## config.mk

```make
export PLATFORM = sky130hd
export DESIGN_NAME = clk_div_ctrl
export DESIGN_NICKNAME = d
export VERILOG_FILES = /design/src/rtl/clk_div_pkg.sv /design/src/rtl/clk_div_period_cnt.sv /design/src/rtl/clk_div_ctrl.sv
export SDC_FILE = /design/constraint.sdc
export NUM_CORES = 1
export LEC_CHECK = 0
export ABC_AREA = 0
export CORE_AREA = 10 10 63 117
export CTS_CLUSTER_SIZE = 30
export DETAILED_ROUTE_END_ITERATION = 10
export DIE_AREA = 0 0 73 127
export DONT_BUFFER_PORTS = 1
export PLACE_DENSITY = 0.78
export SLEW_MARGIN = 20
export SYNTH_ARGS = -nofsm -noshare
export SYNTH_HDL_FRONTEND = slang
export SYNTH_HIERARCHICAL = 1
export SYNTH_SLANG_ARGS = --single-unit
```

## constraint.sdc

```tcl
create_clock -name clk -period 8.1 [get_ports clk]
set_input_delay 1.215 -clock clk [delete_from_list [all_inputs] [get_ports clk]]
set_output_delay 1.215 -clock clk [all_outputs]
set_load 0.005 [all_outputs]
```

## src/rtl/clk_div_pkg.sv

```systemverilog
// clk_div_pkg: shared types and constants for the programmable clock divider.
//   CNT_W     - width of divide ratio, high time and period counter
//   MIN_DIV   - smallest legal divide ratio
//   state_e   - controller states
//   cfg_t     - one divider configuration {div, high}
//   cfg_legal - legality check for an offered configuration
package clk_div_pkg;

  localparam int CNT_W = 8;

  localparam logic [CNT_W-1:0] MIN_DIV = CNT_W'(2);

  typedef enum logic [1:0] {
    IDLE = 2'd0,
    RUN  = 2'd1,
    PEND = 2'd2
  } state_e;

  typedef struct packed {
    logic [CNT_W-1:0] div;
    logic [CNT_W-1:0] high;
  } cfg_t;

  // Legal when div >= 2 and 1 <= high <= div-1 (high < div avoids the subtract).
  function automatic logic cfg_legal(input cfg_t c);
    return (c.div >= MIN_DIV) && (c.high != '0) && (c.high < c.div);
  endfunction

endpackage

```

## src/rtl/clk_div_period_cnt.sv

```systemverilog
// clk_div_period_cnt: period counter that wraps from limit back to 0.
//   clk, rst_n - clock and synchronous active-low reset
//   clear      - force the counter to 0 next cycle (dominates enable)
//   enable     - advance the counter
//   limit      - last count value of the period (N-1)
//   cnt        - current count
//   wrap       - current count equals limit (last cycle of the period)
module clk_div_period_cnt #(
  parameter int W = 8
) (
  input  logic         clk,
  input  logic         rst_n,
  input  logic         clear,
  input  logic         enable,
  input  logic [W-1:0] limit,
  output logic [W-1:0] cnt,
  output logic         wrap
);

  logic [W-1:0] cnt_q;
  logic [W-1:0] cnt_d;

  assign cnt  = cnt_q;
  assign wrap = (cnt_q == limit);

  always_comb begin
    // NOTE: default first so every path assigns cnt_d and no latch is inferred.
    cnt_d = cnt_q;
    if (clear) begin
      cnt_d = '0;
    end else if (enable) begin
      cnt_d = wrap ? '0 : cnt_q + W'(1);
    end
  end

  // NOTE: sequential state uses non-blocking assignments only.
  always_ff @(posedge clk) begin
    if (!rst_n) begin
      cnt_q <= '0;
    end else begin
      cnt_q <= cnt_d;
    end
  end

endmodule

```

## src/rtl/clk_div_ctrl.sv

```systemverilog
// clk_div_ctrl: runtime-reprogrammable clock divider controller.
//   clk, rst_n - clock and synchronous active-low reset
//   en         - run enable; low forces idle with outputs 0
//   cfg_valid  - configuration offered
//   cfg_div    - divide ratio N
//   cfg_high   - high cycles H
//   cfg_ready  - configuration can be accepted this cycle
//   cfg_err    - one-cycle pulse after an illegal configuration was consumed
//   div_out    - high for the first H of every N cycles
//   tick_out   - pulse on cycle 0 of each period
//   busy       - controller is in RUN or PEND
// New configurations accepted while running are held pending and promoted at
// the period boundary, so the waveform never changes mid-period.
module clk_div_ctrl
  import clk_div_pkg::*;
(
  input  logic             clk,
  input  logic             rst_n,
  input  logic             en,
  input  logic             cfg_valid,
  input  logic [CNT_W-1:0] cfg_div,
  input  logic [CNT_W-1:0] cfg_high,
  output logic             cfg_ready,
  output logic             cfg_err,
  output logic             div_out,
  output logic             tick_out,
  output logic             busy
);

  state_e state_q, state_d;
  cfg_t   act_q, act_d;
  cfg_t   pend_q, pend_d;
  logic   loaded_q, loaded_d;
  logic   ready_q, ready_d;
  logic   err_q, err_d;
  logic   div_q, div_d;
  logic   tick_q, tick_d;
  logic   busy_q, busy_d;

  cfg_t             cfg_in;
  logic             xfer;
  logic             legal_xfer;
  logic             run_d;
  logic             cnt_clear;
  logic [CNT_W-1:0] cnt;
  logic [CNT_W-1:0] cnt_nxt;
  logic             cnt_wrap;

  assign cfg_in     = '{div: cfg_div, high: cfg_high};
  assign xfer       = cfg_valid && ready_q;
  assign legal_xfer = xfer && cfg_legal(cfg_in);

  always_comb begin
    state_d  = state_q;
    act_d    = act_q;
    pend_d   = pend_q;
    loaded_d = loaded_q;

    unique case (state_q)
      IDLE: begin
        if (legal_xfer) begin
          act_d    = cfg_in;
          loaded_d = 1'b1;
        end
        // Uses the already-loaded flag, so a first config costs one idle cycle.
        if (en && loaded_q) begin
          state_d = RUN;
        end
      end
      RUN: begin
        if (!en) begin
          state_d = IDLE;
          if (legal_xfer) begin
            act_d = cfg_in;
          end
        end else if (legal_xfer) begin
          pend_d  = cfg_in;
          state_d = PEND;
        end
      end
      PEND: begin
        if (!en) begin
          state_d = IDLE;
          act_d   = pend_q;
        end else if (cnt_wrap) begin
          state_d = RUN;
          act_d   = pend_q;
        end
      end
      default: state_d = IDLE;
    endcase
  end

  // Counter restarts from 0 when entering RUN and is held at 0 while idle.
  assign run_d     = (state_d != IDLE);
  assign cnt_clear = (state_q == IDLE) || !run_d;

  clk_div_period_cnt #(.W(CNT_W)) u_period_cnt (
    .clk    (clk),
    .rst_n  (rst_n),
    .clear  (cnt_clear),
    .enable (run_d),
    .limit  (act_q.div - CNT_W'(1)),
    .cnt    (cnt),
    .wrap   (cnt_wrap)
  );

  // Outputs are registered from next-cycle values so they line up with the
  // count the counter will hold, using the config that period will run on.
  assign cnt_nxt = (cnt_clear || cnt_wrap) ? '0 : cnt + CNT_W'(1);

  always_comb begin
    ready_d = (state_d != PEND);
    err_d   = xfer && !legal_xfer;
    div_d   = run_d && (cnt_nxt < act_d.high);
    tick_d  = run_d && (cnt_nxt == '0);
    busy_d  = run_d;
  end

  always_ff @(posedge clk) begin
    if (!rst_n) begin
      state_q  <= IDLE;
      act_q    <= '0;
      pend_q   <= '0;
      loaded_q <= 1'b0;
      ready_q  <= 1'b0;
      err_q    <= 1'b0;
      div_q    <= 1'b0;
      tick_q   <= 1'b0;
      busy_q   <= 1'b0;
    end else begin
      state_q  <= state_d;
      act_q    <= act_d;
      pend_q   <= pend_d;
      loaded_q <= loaded_d;
      ready_q  <= ready_d;
      err_q    <= err_d;
      div_q    <= div_d;
      tick_q   <= tick_d;
      busy_q   <= busy_d;
    end
  end

  assign cfg_ready = ready_q;
  assign cfg_err   = err_q;
  assign div_out   = div_q;
  assign tick_out  = tick_q;
  assign busy      = busy_q;

endmodule

```

# Yosys cells after proc, flatten, opt, wreduce, memory -nomap -nowiden
# Cells that the tools add are included.
# classes
addsub,2
magnitude_cmp,3
eq_ne,6
mux,13
n_bitwise,1
n_reduce_logical,21
# ops
op,n
$mux W16,4
$pmux W16 S3,1
$lt A8 B8 Y1,2
$mux W8,2
$mux W2,5
$add A8 B1 Y8 const B,1
$eq A8 B8 Y1,1
$ge A8 B2 Y1 const B,1
$logic_and A1 B1 Y1,8
$logic_not A8 Y1,1
$reduce_bool A8 Y1,1
$sub A8 B1 Y8 const B,1
$pmux W2 S3,1
$reduce_and A3 Y1,2
$ne A2 B2 Y1 const B,2
$ne A3 B3 Y1 const B,1
$reduce_bool A3 Y1,1
$eq A2 B1 Y1 const B,1
$eq A2 B2 Y1 const B,1
$logic_not A1 Y1,2
$logic_not A2 Y1,1
$logic_or A1 B1 Y1,2
$reduce_and A2 Y1,1
$reduce_bool A2 Y1,1
other kinds (2),2
# word_totals
ff_bits,48

# Longest topological paths before layout
# logic_depth
word_depth,14
mapped_depth,21

# Cells and area by module
# Netlist, hierarchy kept.
# modules_own_cells
module,instances,cells_per_inst,area_per_inst_um2,seq_area_each_um2
clk_div_ctrl,1,274,2444.8,800.8
clk_div_period_cnt,1,51,479.2,160.2

# Worst setup path before layout
# No wires, ideal clock.
# synth_path
path_kind,in2reg
startpoint,in cfg_div[2]
endpoint,reg div_q (netlist: div_out)
t_arrival_ps,3925
required_time_ps,8041
setup_slack_ps,4116
stages,15
path_buffers,1
path_cell_list,inv_1 -> ha_1 -> a211o_1 -> a31oi_1 -> o211a_4 -> nand3_4 -> buf_6 -> mux2i_1 -> o31a_1 -> ha_1 -> and4_1 -> a21oi_1 -> nand3_1 -> nor4_1 -> a31o_1
# synth_via
elab_chain_len,14
word_cells_on_any_way,18
classes_between,3 x order compare; 7 x mux; 8 x reduce/logical
# synth_rtl
element,line,rtl
start: declaration,clk_div_ctrl.sv:21,"input logic [CNT_W-1:0] cfg_div,"
$ge A8 B2 Y1,clk_div_pkg.sv:26,return (c.div >= MIN_DIV) && (c.high != '0) && (c.high < c.div);
$logic_and A1 B1 Y1,clk_div_pkg.sv:26,
$logic_and A1 B1 Y1 *,clk_div_pkg.sv:26,
$logic_and A1 B1 Y1 *,clk_div_ctrl.sv:51,assign legal_xfer = xfer && cfg_legal(cfg_in);
$mux W2,clk_div_ctrl.sv:76,end else if (legal_xfer) begin
$mux W2,clk_div_ctrl.sv:71,if (!en) begin
$pmux W2 S3,clk_div_ctrl.sv:59,unique case (state_q)
$reduce_bool A2 Y1,clk_div_ctrl.sv:95,assign run_d = (state_d != IDLE);
$logic_not A1 Y1,clk_div_ctrl.sv:96,assign cnt_clear = (state_q == IDLE) || !run_d;
$logic_or A1 B1 Y1,clk_div_ctrl.sv:96,
$logic_or A1 B1 Y1,clk_div_ctrl.sv:110,assign cnt_nxt = (cnt_clear || cnt_wrap) ? '0 : cnt + CNT_W'(1);
$mux W8,clk_div_ctrl.sv:110,
$lt A8 B8 Y1,clk_div_ctrl.sv:115,div_d = run_d && (cnt_nxt < act_d.high);
$logic_and A1 B1 Y1 *,clk_div_ctrl.sv:115,
end signal: assignment,clk_div_ctrl.sv:138,div_q <= div_d;
end: declaration,clk_div_ctrl.sv:36,"logic div_q, div_d;"
# Every way passes the cells marked *; elsewhere a longest branch is shown, timed or not. The select of a mux whose other input is x is not followed.
# A chain may end at the register's enable or synchronous reset.

# Final worst setup path
# layout_path
startpoint,reg act_q[8] (netlist name)
endpoint,reg div_q (netlist: div_out)
# layout_via
elab_chain_len,12
word_cells_on_any_way,15
classes_between,1 x add/sub; 1 x order compare; 1 x eq/ne; 7 x mux; 5 x reduce/logical
# layout_rtl
element,line,rtl
start: declaration,clk_div_ctrl.sv:31,"cfg_t act_q, act_d;"
start signal: assignment,clk_div_ctrl.sv:133,act_q <= act_d;
$sub A8 B1 Y8 *,clk_div_ctrl.sv:103,".limit (act_q.div - CNT_W'(1)),"
$eq A8 B8 Y1 *,clk_div_period_cnt.sv:24,assign wrap = (cnt_q == limit);
via cnt_wrap,clk_div_ctrl.sv:47,logic cnt_wrap;
$mux W2,clk_div_ctrl.sv:85,end else if (cnt_wrap) begin
$mux W2,clk_div_ctrl.sv:82,if (!en) begin
$pmux W2 S3,clk_div_ctrl.sv:59,
$reduce_bool A2 Y1,clk_div_ctrl.sv:95,
$logic_not A1 Y1,clk_div_ctrl.sv:96,
$logic_or A1 B1 Y1,clk_div_ctrl.sv:96,
$logic_or A1 B1 Y1,clk_div_ctrl.sv:110,
$mux W8,clk_div_ctrl.sv:110,
$lt A8 B8 Y1,clk_div_ctrl.sv:115,
$logic_and A1 B1 Y1 *,clk_div_ctrl.sv:115,
# Mark *: on every way through the listed nets, which the timed path passes. The rest lies on a longest branch. The select of a mux whose other input is x is not followed.

==> metrics.yaml <==
status: "finished, final reports clean"
rows: 39
yosysUniqueCellTypes: 52
hold_class: "reg2reg"
synth_edf_count: 0
grt_max_degree: 25
hold_end: "act_q[15]"
use_met3: 0.0318
drive_above_1_share: 0.0870
syn_nets: 362
cp-start-kind: "flop"
max-slew-margin-rel: 0.440
vias: 2456
stdcell_area_sq_um: 3090
slew_viol_final: 0
worstSetupPathType: "reg2reg"
antennaDiodeCount: 0
final_cell_mix: "dfxtp_1 (48), nor2_1 (38), mux2i_1 (25), nand2_1 (17), ha_1 (17)"
die_w_microns: 73
cts.sinks: 48
ys_seq_area_frac: 0.329
antenna_found_initial: 0
post-route-period-util: 0.525
synth_seq_cells: 48
clk_latency_ns: 0.28
drt-initial-drc-count: 247
track_usage: 0.169
wl_per_cell_microns: 19.6
hpwl_microns: 5610
syn-mean-instance-area_sq_um: 9.00
grt_pass1_vias: 2529
worstHoldStart: "act_q[15]"
cts-root-buf: "clkbuf_16"
clk_pin_slew_ns: 0.06
antenna_left: 0
numCtsBuffers: 5
rr_startpoint: "act_q[8]"
nets: 358
cp_data_required_time_ns: 8.33
synth-warning-count: 6
maxCapViolCount: 0
rsz0062_at_grt: "false"
grt_pass1_wl_microns: 12800
rr_endpoint: "div_out"
cp-end-kind: "flop"
leakage_uw: 0.00131
fin_ws_ns: 3.85
port_buffers: 0
syn_inst: 325
drc: 0
cts.hold.buffers_added: 0
fillCellCount: 520
ir_worst_vdd_uv: 167
avgViaCountPerCell: 6.41
coreArea_sq_um: 5560
p_per_area_nw_per_um2: 170
grtUsageMet1: 0.192
cp_cell_sequence: "inv_1 > ha_1 > nand2_1 > nor3_1 > xor2_1 > xnor2_1 > nand4_2 > nor2_2 > nor2b_1 > nor2_1 > a22o_1 > a21oi_1 > ha_1 > and4_1 > a21oi_1 > nand3_1 > nor4_1 > a31o_1"
finalCriticalPeriod_ns: 4.25
dp_slack_ns: 3.81
top_usage_layer: "met2"
met2_usage: 0.289
cts_tree: "built"
post_cts.repair.setup_buffers: 0
async_reset_ff_frac: 0
fin_cells: 383
tightest_slew_ns: 0.835
crit_fanout: 8
skew_ns: 0.00585
wl_microns: 7520
finalSetupTns_ns: 0
grt_remaining_overflow: 0
globalplace.congestion: 0.916
io_pins: 25
cts_resized: 0
setup_violations: 0
max_stage_delay_ns: 0.56
firstDrtPassIters: 4
cp_slowest_cell: "nor2_1"
cts_htree_levels: 2
r2r_slack_ns: 3.85
r2r_cells: 18
fmax_mhz: 235
die_area_sq_um: 9270
final_common_cell: "dfxtp_1"
final-hold-violation-count: 0
place_area_sq_um: 2940
synthFlopType: "dfxtp_1"
area_growth_pct: 5.52
arrival_ns: 4.48
cts_buffer_depth: 2
syn-cell-area_sq_um: 2920
die_y_microns: 127
min_path_cells: 1
dp.cells: 375
initial_utilization: 0.526
-- cells by family (layout without fill, tap and decap cells) --
group / Yosys count / in the layout / synth area share
and+or+nand+nor: 111 / 111 / 0.208
AOI/OAI and AO/OA: 70 / 70 / 0.174
DFF: 48 / 48 / 0.329
muxes: 29 / 29 / 0.101
xor gates and xnor gates: 26 / 26 / 0.0779
buffers and inverters: 24 / 21 / 0.0377
adders and majority gates: 17 / 17 / 0.0727
-- metal layers --
layer | vias up | part of all wire
met5 | - | 0
met4 | 0 | 0.039
met3 | 20 | 0.057
met2 | 76 | 0.52
met1 | 1183 | 0.38
li1 | 1177 | -
-- critical path, delay by kind of cell, from the launching register on --
kind,cells,cell delay (ns)
compound gates,4,0.70
xor+xnor,2,0.37
fa+ha+maj,2,0.52
buf+inv,1,0.12
flops,1,0.36
simple gates,9,2.10
-- cell usage after synthesis (2+ instances only) --
master | count | area [sq um]
a21oi_1 | 15 | 75.1
a22o_1 | 8 | 70.1
a22oi_1 | 3 | 22.5
a31oi_1 | 3 | 18.8
and2_1 | 3 | 18.8
and3_1 | 6 | 37.5
buf_2 | 3 | 15.0
buf_6 | 2 | 22.5
clkbuf_1 | 5 | 18.8
dfxtp_1 | 48 | 961
ha_1 | 17 | 213
inv_1 | 13 | 48.8
mux2_2 | 4 | 45.0
mux2i_1 | 25 | 250
nand2_1 | 17 | 63.8
nand2b_1 | 5 | 31.3
nand3_1 | 6 | 30.0
nand4_1 | 2 | 12.5
nand4_2 | 3 | 37.5
nor2_1 | 38 | 143
nor2b_1 | 3 | 18.8
nor3_1 | 10 | 50.1
nor3_2 | 2 | 20.0
nor4_1 | 6 | 37.5
o21a_1 | 6 | 45.0
o21ai_0 | 9 | 45.0
o221a_2 | 5 | 56.3
o22ai_1 | 7 | 43.8
o31a_1 | 3 | 26.3
o31ai_1 | 2 | 15.0
xnor2_1 | 16 | 140
xor2_1 | 10 | 87.6
-- final cells by class --
type | instances | area (sq um) | share of cell area
multi-input cells | 253 | 1850 | 0.601
flip-flops and latches | 48 | 961 | 0.311
clock buffers | 8 | 146 | 0.0474
well taps | 61 | 76.3 | 0.0247
inverters | 13 | 48.8 | 0.0158
-- sequential cells by signal, summed over array words and instances (netlist names) --
name,count
cfg_err,1
loaded_q,1
pend_q,16
tick_out,1
busy,1
state_q,2
div_out,1
act_q,16
cfg_ready,1
u_period_cnt/cnt,8
-- through the flow --
| stage | total power [uW] | hold WS (ns) | util |
|---|---|---|---|
| floorplan | 308 | 0.460 | - |
| global placement | 316 | 0.477 | 0.528 |
| detailed placement | 319 | 0.484 | 0.528 |
| CTS | 527 | 0.501 | 0.555 |
| global route | 545 | 0.537 | 0.555 |
| finish | 524 | 0.497 | 0.555 |
-- worst max-delay path by stage --
stage	end	startpoint	slack (ns)	depth (start not counted)
4_1_cts	div_out	act_q[8]	3.94	18
5_1_grt	div_out	act_q[10]	3.50	17
2_1_floorplan	div_out	cfg_div[2]	4.12	15
3_5_place_dp	div_out	cfg_div[2]	3.81	14
3_3_place_gp	div_out	cfg_div[2]	3.99	14
6_report	div_out	act_q[8]	3.85	18
-- power by group --
part	switching (uW)	internal, uW	leakage, uW
combinational	36.4	30.2	0.000852
sequential	6.68	242	0.000389
clock	85.3	123	0.0000712
total	128	396	0.00131
(Power assumes the default switching activity.)
